<file path="config.mk">
export PLATFORM = sky130hd
export DESIGN_NAME = rmii_tx
export DESIGN_NICKNAME = d
export VERILOG_FILES = /design/src/rtl/rmii_tx_pkg.sv /design/src/rtl/rmii_tx_crc32.sv /design/src/rtl/rmii_tx_gray.sv /design/src/rtl/rmii_tx.sv
export SDC_FILE = /design/constraint.sdc
export NUM_CORES = 1
export LEC_CHECK = 0
export ABC_AREA = 1
export BUFFER_PORTS_ARGS = -buffer_cell sky130_fd_sc_hd__buf_4
export CAP_MARGIN = 25
export CORE_UTILIZATION = 35
export DETAILED_ROUTE_END_ITERATION = 10
export PLACE_DENSITY = 0.51
export RECOVER_POWER = 100
export SYNTH_ARGS = -nofsm -noshare
export SYNTH_HDL_FRONTEND = slang
export SYNTH_SLANG_ARGS = --single-unit
</file>
<file path="constraint.sdc">
create_clock -name REF_CLK -period 1.97 [get_ports REF_CLK]
set_input_delay 0.0985 -clock REF_CLK [delete_from_list [all_inputs] [get_ports REF_CLK]]
set_output_delay 0.0985 -clock REF_CLK [all_outputs]
set_load 0.02 [all_outputs]
</file>
<file path="src/rtl/rmii_tx_pkg.sv">
// Shared definitions for the RMII transmitter: FSM states, preamble/SFD constants
// and the CRC-32 dibit step.
package rmii_tx_pkg;

    typedef enum logic [2:0] {
        S_IDLE     = 3'd0,
        S_PREAMBLE = 3'd1,
        S_BODY     = 3'd2,
        S_FCS      = 3'd3,
        S_DRAIN    = 3'd4,
        S_IFG      = 3'd5
    } state_e;

    localparam int unsigned PREAMBLE_DIBITS = 32;
    localparam logic [7:0]  SFD             = 8'hD5;
    localparam logic [1:0]  PREAMBLE_DIBIT  = 2'b01;
    localparam logic [1:0]  SFD_LAST_DIBIT  = SFD[7:6];
    localparam logic [31:0] CRC32_POLY      = 32'hEDB88320;
    localparam logic [31:0] CRC32_INIT      = 32'hFFFFFFFF;

    // Reflected CRC-32, two bits per call, d[0] is the earlier bit on the wire.
    function automatic logic [31:0] crc32_dibit_step(input logic [31:0] crc, input logic [1:0] d);
        logic [31:0] c;
        c = crc;
        for (int unsigned i = 0; i < 2; i++) begin
            c = (c >> 1) ^ (((c[0] ^ d[i]) == 1'b1) ? CRC32_POLY : '0);
        end
        return c;
    endfunction

endpackage

</file>
<file path="src/rtl/rmii_tx_crc32.sv">
// CRC-32 accumulator advancing one RMII dibit per clock; only instantiated
// when the transmitter generates the FCS itself.
module crc32_dibit
    import rmii_tx_pkg::*;
(
    input  logic        clk_i,
    input  logic        arst_n_i,
    input  logic        init_i,
    input  logic        en_i,
    input  logic [1:0]  din_i,
    output logic [31:0] crc_o
);

    logic [31:0] crc_q;
    logic [31:0] crc_d;

    always_comb begin
        crc_d = crc_q;
        if (init_i) begin
            crc_d = CRC32_INIT;
        end else if (en_i) begin
            crc_d = crc32_dibit_step(crc_q, din_i);
        end
    end

    always_ff @(posedge clk_i or negedge arst_n_i) begin
        if (!arst_n_i) begin
            crc_q <= CRC32_INIT;
        end else begin
            crc_q <= crc_d;
        end
    end

    assign crc_o = crc_q;

endmodule

</file>
<file path="src/rtl/rmii_tx_gray.sv">
// Binary to gray converter for the cross-domain monitor counters.
module my_bin2gray #(
    parameter int unsigned W = 16
)(
    input  logic [W-1:0] bin_i,
    output logic [W-1:0] gray_o
);

    assign gray_o = bin_i ^ (bin_i >> 1);

endmodule

</file>
<file path="src/rtl/rmii_tx.sv">
// RMII 100 Mb/s transmitter: show-ahead FIFO octets -> preamble/SFD/body dibits.
// Define RMII_TX_FCS_EN to append a locally generated CRC-32 FCS.
module rmii_tx
    import rmii_tx_pkg::*;
#(
    parameter int unsigned IFG_CYCLES = 48,
    parameter int unsigned CNT_W      = 16
)(
    input  logic             REF_CLK,
    input  logic             arst_n,
    input  logic [7:0]       fifo_dout,
    input  logic             fifo_EOD_out,
    input  logic             fifo_empty,
    output logic             fifo_rden,
    output logic             TXD0,
    output logic             TXD1,
    output logic             TX_EN,
    output logic [CNT_W-1:0] succ_tx_count_gray,
    output logic [CNT_W-1:0] underrun_count_gray
);

    localparam int unsigned TMR_MAX = (IFG_CYCLES > PREAMBLE_DIBITS) ? IFG_CYCLES : PREAMBLE_DIBITS;
    localparam int unsigned TMR_W   = $clog2(TMR_MAX);
    localparam logic [TMR_W-1:0] PRE_LAST = TMR_W'(PREAMBLE_DIBITS - 1);
    localparam logic [TMR_W-1:0] IFG_LAST = TMR_W'(IFG_CYCLES - 1);

    state_e           state_q, state_d;
    logic [TMR_W-1:0] cnt_q, cnt_d;
    logic [1:0]       txd_q, txd_d;
    logic             tx_en_q, tx_en_d;
    logic [CNT_W-1:0] succ_q, succ_d;
    logic [CNT_W-1:0] under_q, under_d;

`ifdef RMII_TX_FCS_EN
    logic        crc_init;
    logic        crc_en;
    logic [31:0] crc;
    logic [31:0] fcs;

    crc32_dibit u_crc (
        .clk_i    (REF_CLK),
        .arst_n_i (arst_n),
        .init_i   (crc_init),
        .en_i     (crc_en),
        .din_i    (txd_d),
        .crc_o    (crc)
    );

    assign fcs = ~crc;
`endif

    always_comb begin
        state_d   = state_q;
        cnt_d     = cnt_q;
        txd_d     = 2'b00;
        tx_en_d   = 1'b0;
        fifo_rden = 1'b0;
        succ_d    = succ_q;
        under_d   = under_q;
`ifdef RMII_TX_FCS_EN
        crc_init  = 1'b0;
        crc_en    = 1'b0;
`endif
        case (state_q)
            S_IDLE: begin
                if (!fifo_empty) begin
                    state_d = S_PREAMBLE;
                    cnt_d   = '0;
                end
            end
            S_PREAMBLE: begin
                tx_en_d = 1'b1;
                txd_d   = (cnt_q == PRE_LAST) ? SFD_LAST_DIBIT : PREAMBLE_DIBIT;
                cnt_d   = cnt_q + 1'b1;
`ifdef RMII_TX_FCS_EN
                crc_init = 1'b1;
`endif
                if (cnt_q == PRE_LAST) begin
                    state_d = S_BODY;
                    cnt_d   = '0;
                end
            end
            S_BODY: begin
                // Head vanished mid-frame (or never arrived for the next octet): abort.
                if (fifo_empty) begin
                    state_d = S_DRAIN;
                    cnt_d   = '0;
                    under_d = under_q + 1'b1;
                end else begin
                    tx_en_d = 1'b1;
                    txd_d   = fifo_dout[{cnt_q[1:0], 1'b0} +: 2];
                    cnt_d   = cnt_q + 1'b1;
`ifdef RMII_TX_FCS_EN
                    crc_en  = 1'b1;
`endif
                    if (cnt_q[1:0] == 2'd3) begin
                        fifo_rden = 1'b1;
                        cnt_d     = '0;
                        if (fifo_EOD_out) begin
`ifdef RMII_TX_FCS_EN
                            state_d = S_FCS;
`else
                            state_d = S_IFG;
                            succ_d  = succ_q + 1'b1;
`endif
                        end
                    end
                end
            end
`ifdef RMII_TX_FCS_EN
            S_FCS: begin
                tx_en_d = 1'b1;
                txd_d   = fcs[{cnt_q[3:0], 1'b0} +: 2];
                cnt_d   = cnt_q + 1'b1;
                if (cnt_q[3:0] == 4'd15) begin
                    state_d = S_IFG;
                    cnt_d   = '0;
                    succ_d  = succ_q + 1'b1;
                end
            end
`endif
            S_DRAIN: begin
                if (!fifo_empty) begin
                    fifo_rden = 1'b1;
                    if (fifo_EOD_out) begin
                        state_d = S_IFG;
                        cnt_d   = '0;
                    end
                end
            end
            S_IFG: begin
                cnt_d = cnt_q + 1'b1;
                // Skipping S_IDLE keeps the gap at exactly IFG_CYCLES for back-to-back frames.
                if (cnt_q == IFG_LAST) begin
                    cnt_d   = '0;
                    state_d = fifo_empty ? S_IDLE : S_PREAMBLE;
                end
            end
            default: begin
                state_d = S_IFG;
                cnt_d   = '0;
            end
        endcase
    end

    always_ff @(posedge REF_CLK or negedge arst_n) begin
        if (!arst_n) begin
            state_q <= S_IDLE;
            cnt_q   <= '0;
            txd_q   <= 2'b00;
            tx_en_q <= 1'b0;
            succ_q  <= '0;
            under_q <= '0;
        end else begin
            state_q <= state_d;
            cnt_q   <= cnt_d;
            txd_q   <= txd_d;
            tx_en_q <= tx_en_d;
            succ_q  <= succ_d;
            under_q <= under_d;
        end
    end

    assign TXD0  = txd_q[0];
    assign TXD1  = txd_q[1];
    assign TX_EN = tx_en_q;

    my_bin2gray #(.W(CNT_W)) u_succ_gray (
        .bin_i  (succ_q),
        .gray_o (succ_tx_count_gray)
    );

    my_bin2gray #(.W(CNT_W)) u_under_gray (
        .bin_i  (under_q),
        .gray_o (underrun_count_gray)
    );

endmodule

</file>
==> impl_metrics.ini <==
[global_routing]
overflow = 0
track_usage = 0.1632
grt_pass1_wl_um = 11210
grt_start_max_net_pins = 45
antenna_found_initial = 0
first_global_vias = 2412

[routing]
viasPerCell = 4.524
routedWlPerCell_um = 12.28
routed_wl_um = 6351
drt_iter0_drc = 111
vias = 2339
ant_nets = 0
firstDrtPassIters = 4
drc = 0

[outcome]
status = finished, final reports clean

[sta]
worstMarginPinSlew_ns = 1.130
setup_viol = 0
slew_viol_final = 0
hold_ws_ns = 0.1505
slew_headroom = 0.2469
fin_crit_sh = 0.9089
finalHoldViolCount = 0
fmax_mhz = 558.5
fin_skew_ns = 0.009447
period_needed_ns = 1.791
rsz0062_at_grt = false
finalSetupTns_ns = 0

[setup_path]
crit_start = state_q[2]$_DFFE_PN0P_
worst-setup-path-type = reg -> reg
path_max_fanout = 8
crit_required_ns = 2.18
cp_data_arrival_time_ns = 2.00
endpoint_kind = flip-flop
r2r_start = state_q[2]$_DFFE_PN0P_
critPathLaunchType = flip-flop

[logic_synthesis]
synthTopCellsByArea = dfrtp_1 (37%), nand2_1 (14%), ha_1 (13%), inv_1 (5.0%), o21ai_0 (4.3%)
yosysWarnings = 0
ys_seq_area_frac = 0.3749
yosysTopAreaCell = dfrtp_1
syn-num-nets = 402
synth.ff_latch_count = 44
syn_area_per_cell_sq_um = 8.157
syn-instance-count = 360
mappedNetlistArea_sq_mm = 0.002937
synth_top_area_frac = 0.3749
ys_types = 28

[cts]
path_clk_slew_ns = 0.10
cts_buffer_depth = 2
numClockSinks = 44
post_cts_buffers = 0
cts-root-buf = clkbuf_8
cts_buffers = 5
clk_latency_ns = 0.30
cts_tree = built
htreeDepth = 2

[layout]
nFillCells = 910
drive_gt1_frac = 0.08495
antenna_cells = 0
area_growth_pct = 13.42
fin_util = 0.4074
layoutNonFillerInstCount = 517
fin_nets = 453

[pwr]
p_per_area_mw_per_mm2 = 1036
total_power_mw = 3.449
peakVddDrop_v = 0.0004866
p_leak_nw = 1.764

[placement]
placed_cells = 508
hpwl_um = 4835
io_buffers = 47
gp_congestion = 0.8433

[floorplanning]
die_w_um = 93.60
die-area_sq_mm = 0.008760
num_rows = 33
die_y_um = 93.60
core_region_area_sq_mm = 0.008175
initial_core_util = 0.3592
pin_count = 48

[flow_run]
maxCapViolCount = 0

[hold_path]
min_path_type = in -> reg
hp-start = fifo_dout[0]
==> flip-flops by register name, indices dropped and copies added (netlist names) <==
name     cells
succ_q      16
under_q     16
cnt_q        6
state_q      3
txd_q        2
TX_EN        1
==> worst paths after layout <==
path,end,slack [ns],depth (start not counted)
setup / recovery,under_q[8]$_DFFE_PN0P_,0.18,6
hold / removal,txd_q[0]$_DFF_PN0_,0.15,4
setup reg to reg,under_q[8]$_DFFE_PN0P_,0.18,6
hold reg to reg,under_q[3]$_DFFE_PN0P_,0.51,1
max in group asynchronous,cnt_q[0]$_DFFE_PN0P_,0.66,2
min in group asynchronous,under_q[8]$_DFFE_PN0P_,0.53,2
==> metrics by stage <==
step / instance area (sq um) / setup slack [ns]
6_report: 3331 / 0.1794
5_1_grt: 3331 / 0.01161
4_1_cts: 3512 / 0.2467
3_5_place_dp: 3391 / 0.2718
3_3_place_gp: 3391 / 0.3386
2_1_floorplan: 2937 / 0.5269
==> cell usage after synthesis <==
master and instances:
nand3_2 1, nor2_4 5, nor2_2 2, nand3_1 15, and3_1 1, xor2_2 1, a21oi_1 2, xor2_1 14
nand2_2 2, inv_1 39, xnor2_1 12, nand2_1 110, nand4_1 8, ha_1 30, o211ai_1 1, dfrtp_1 44
nand2_4 4, nand3b_1 1, o21ai_0 25, nor3_1 2, nor2_8 2, nor2_1 27, o21ai_2 1, o21a_1 1
buf_4 5, o21ai_1 2, nor3_4 1, inv_2 2
==> area by class of cell <==
| class | instances | area (sq um) | area share |
|---|---|---|---|
| clock buffer | 5 | 68.82 | 0.02066 |
| clock inverter | 3 | 42.54 | 0.01277 |
| inverter | 41 | 153.9 | 0.04621 |
| multi-input combinational | 270 | 1599 | 0.4801 |
| sequential | 44 | 1102 | 0.3310 |
| tap | 105 | 131.4 | 0.03944 |
| timing repair buffer | 49 | 232.7 | 0.06987 |
==> cells by family after synthesis <==
family	Yosys count	synth area share
buffers and inverters	46	0.06519
adder cells (fa/ha/maj)	30	0.1278
AND/OR/NAND/NOR	181	0.2914
XOR/XNOR	27	0.08309
flip-flops	44	0.3749
AO/OA/AOI/OAI	32	0.05752
==> cell usage in the layout (no fill, tap or decap), drive strengths merged <==
master	instances
nand4	8
o21ai	28
a21oi	2
o211ai	1
xnor2	12
o21a	1
nor3	3
nor2	36
dlygate4sd3	1
bufinv	1
clkbuf	42
clkinv	1
clkinvlp	1
nand3	16
inv	41
xor2	15
and3	1
buf	11
dfrtp	44
nand2	116
ha	30
nand3b	1
==> routing by layer <==
| metal | share of wire | track usage | wire [um] | up-vias |
|---|---|---|---|---|
| met5 | 0 | 0 | 0 | - |
| met2 | 0.45 | 0.2690 | 2843 | 49 |
| li1 | - | - | - | 1246 |
| met1 | 0.50 | 0.2181 | 3194 | 1039 |
| met3 | 0.041 | 0.03577 | 262 | 5 |
| met4 | 0.0080 | 0.03718 | 51 | 0 |
==> critical path, cell delays in order (launching register included) <==
cell and delay [ns]:
dfrtp_1 0.52, nor3_4 0.30, nand2_1 0.23, nor2_1 0.41, nand3_1 0.12, nand2_1 0.08
nand2_1 0.04
==> where the power goes <==
part / switching (mW) / internal [mW] / total, mW
sequential: 0.220 / 1.09 / 1.31
clock: 0.345 / 0.376 / 0.722
combinational: 0.961 / 0.454 / 1.42
==> what timing repair did <==
| item | 4_1_cts | 5_1_grt |
|---|---|---|
| setup endpoints to repair | 0 | 2 |
| hold buffers | 1 | 0 |
| hold endpoints to repair | 44 | 0 |
| gates resized for setup | 0 | 1 |
Note: power is estimated with default switching activity, not from simulation.
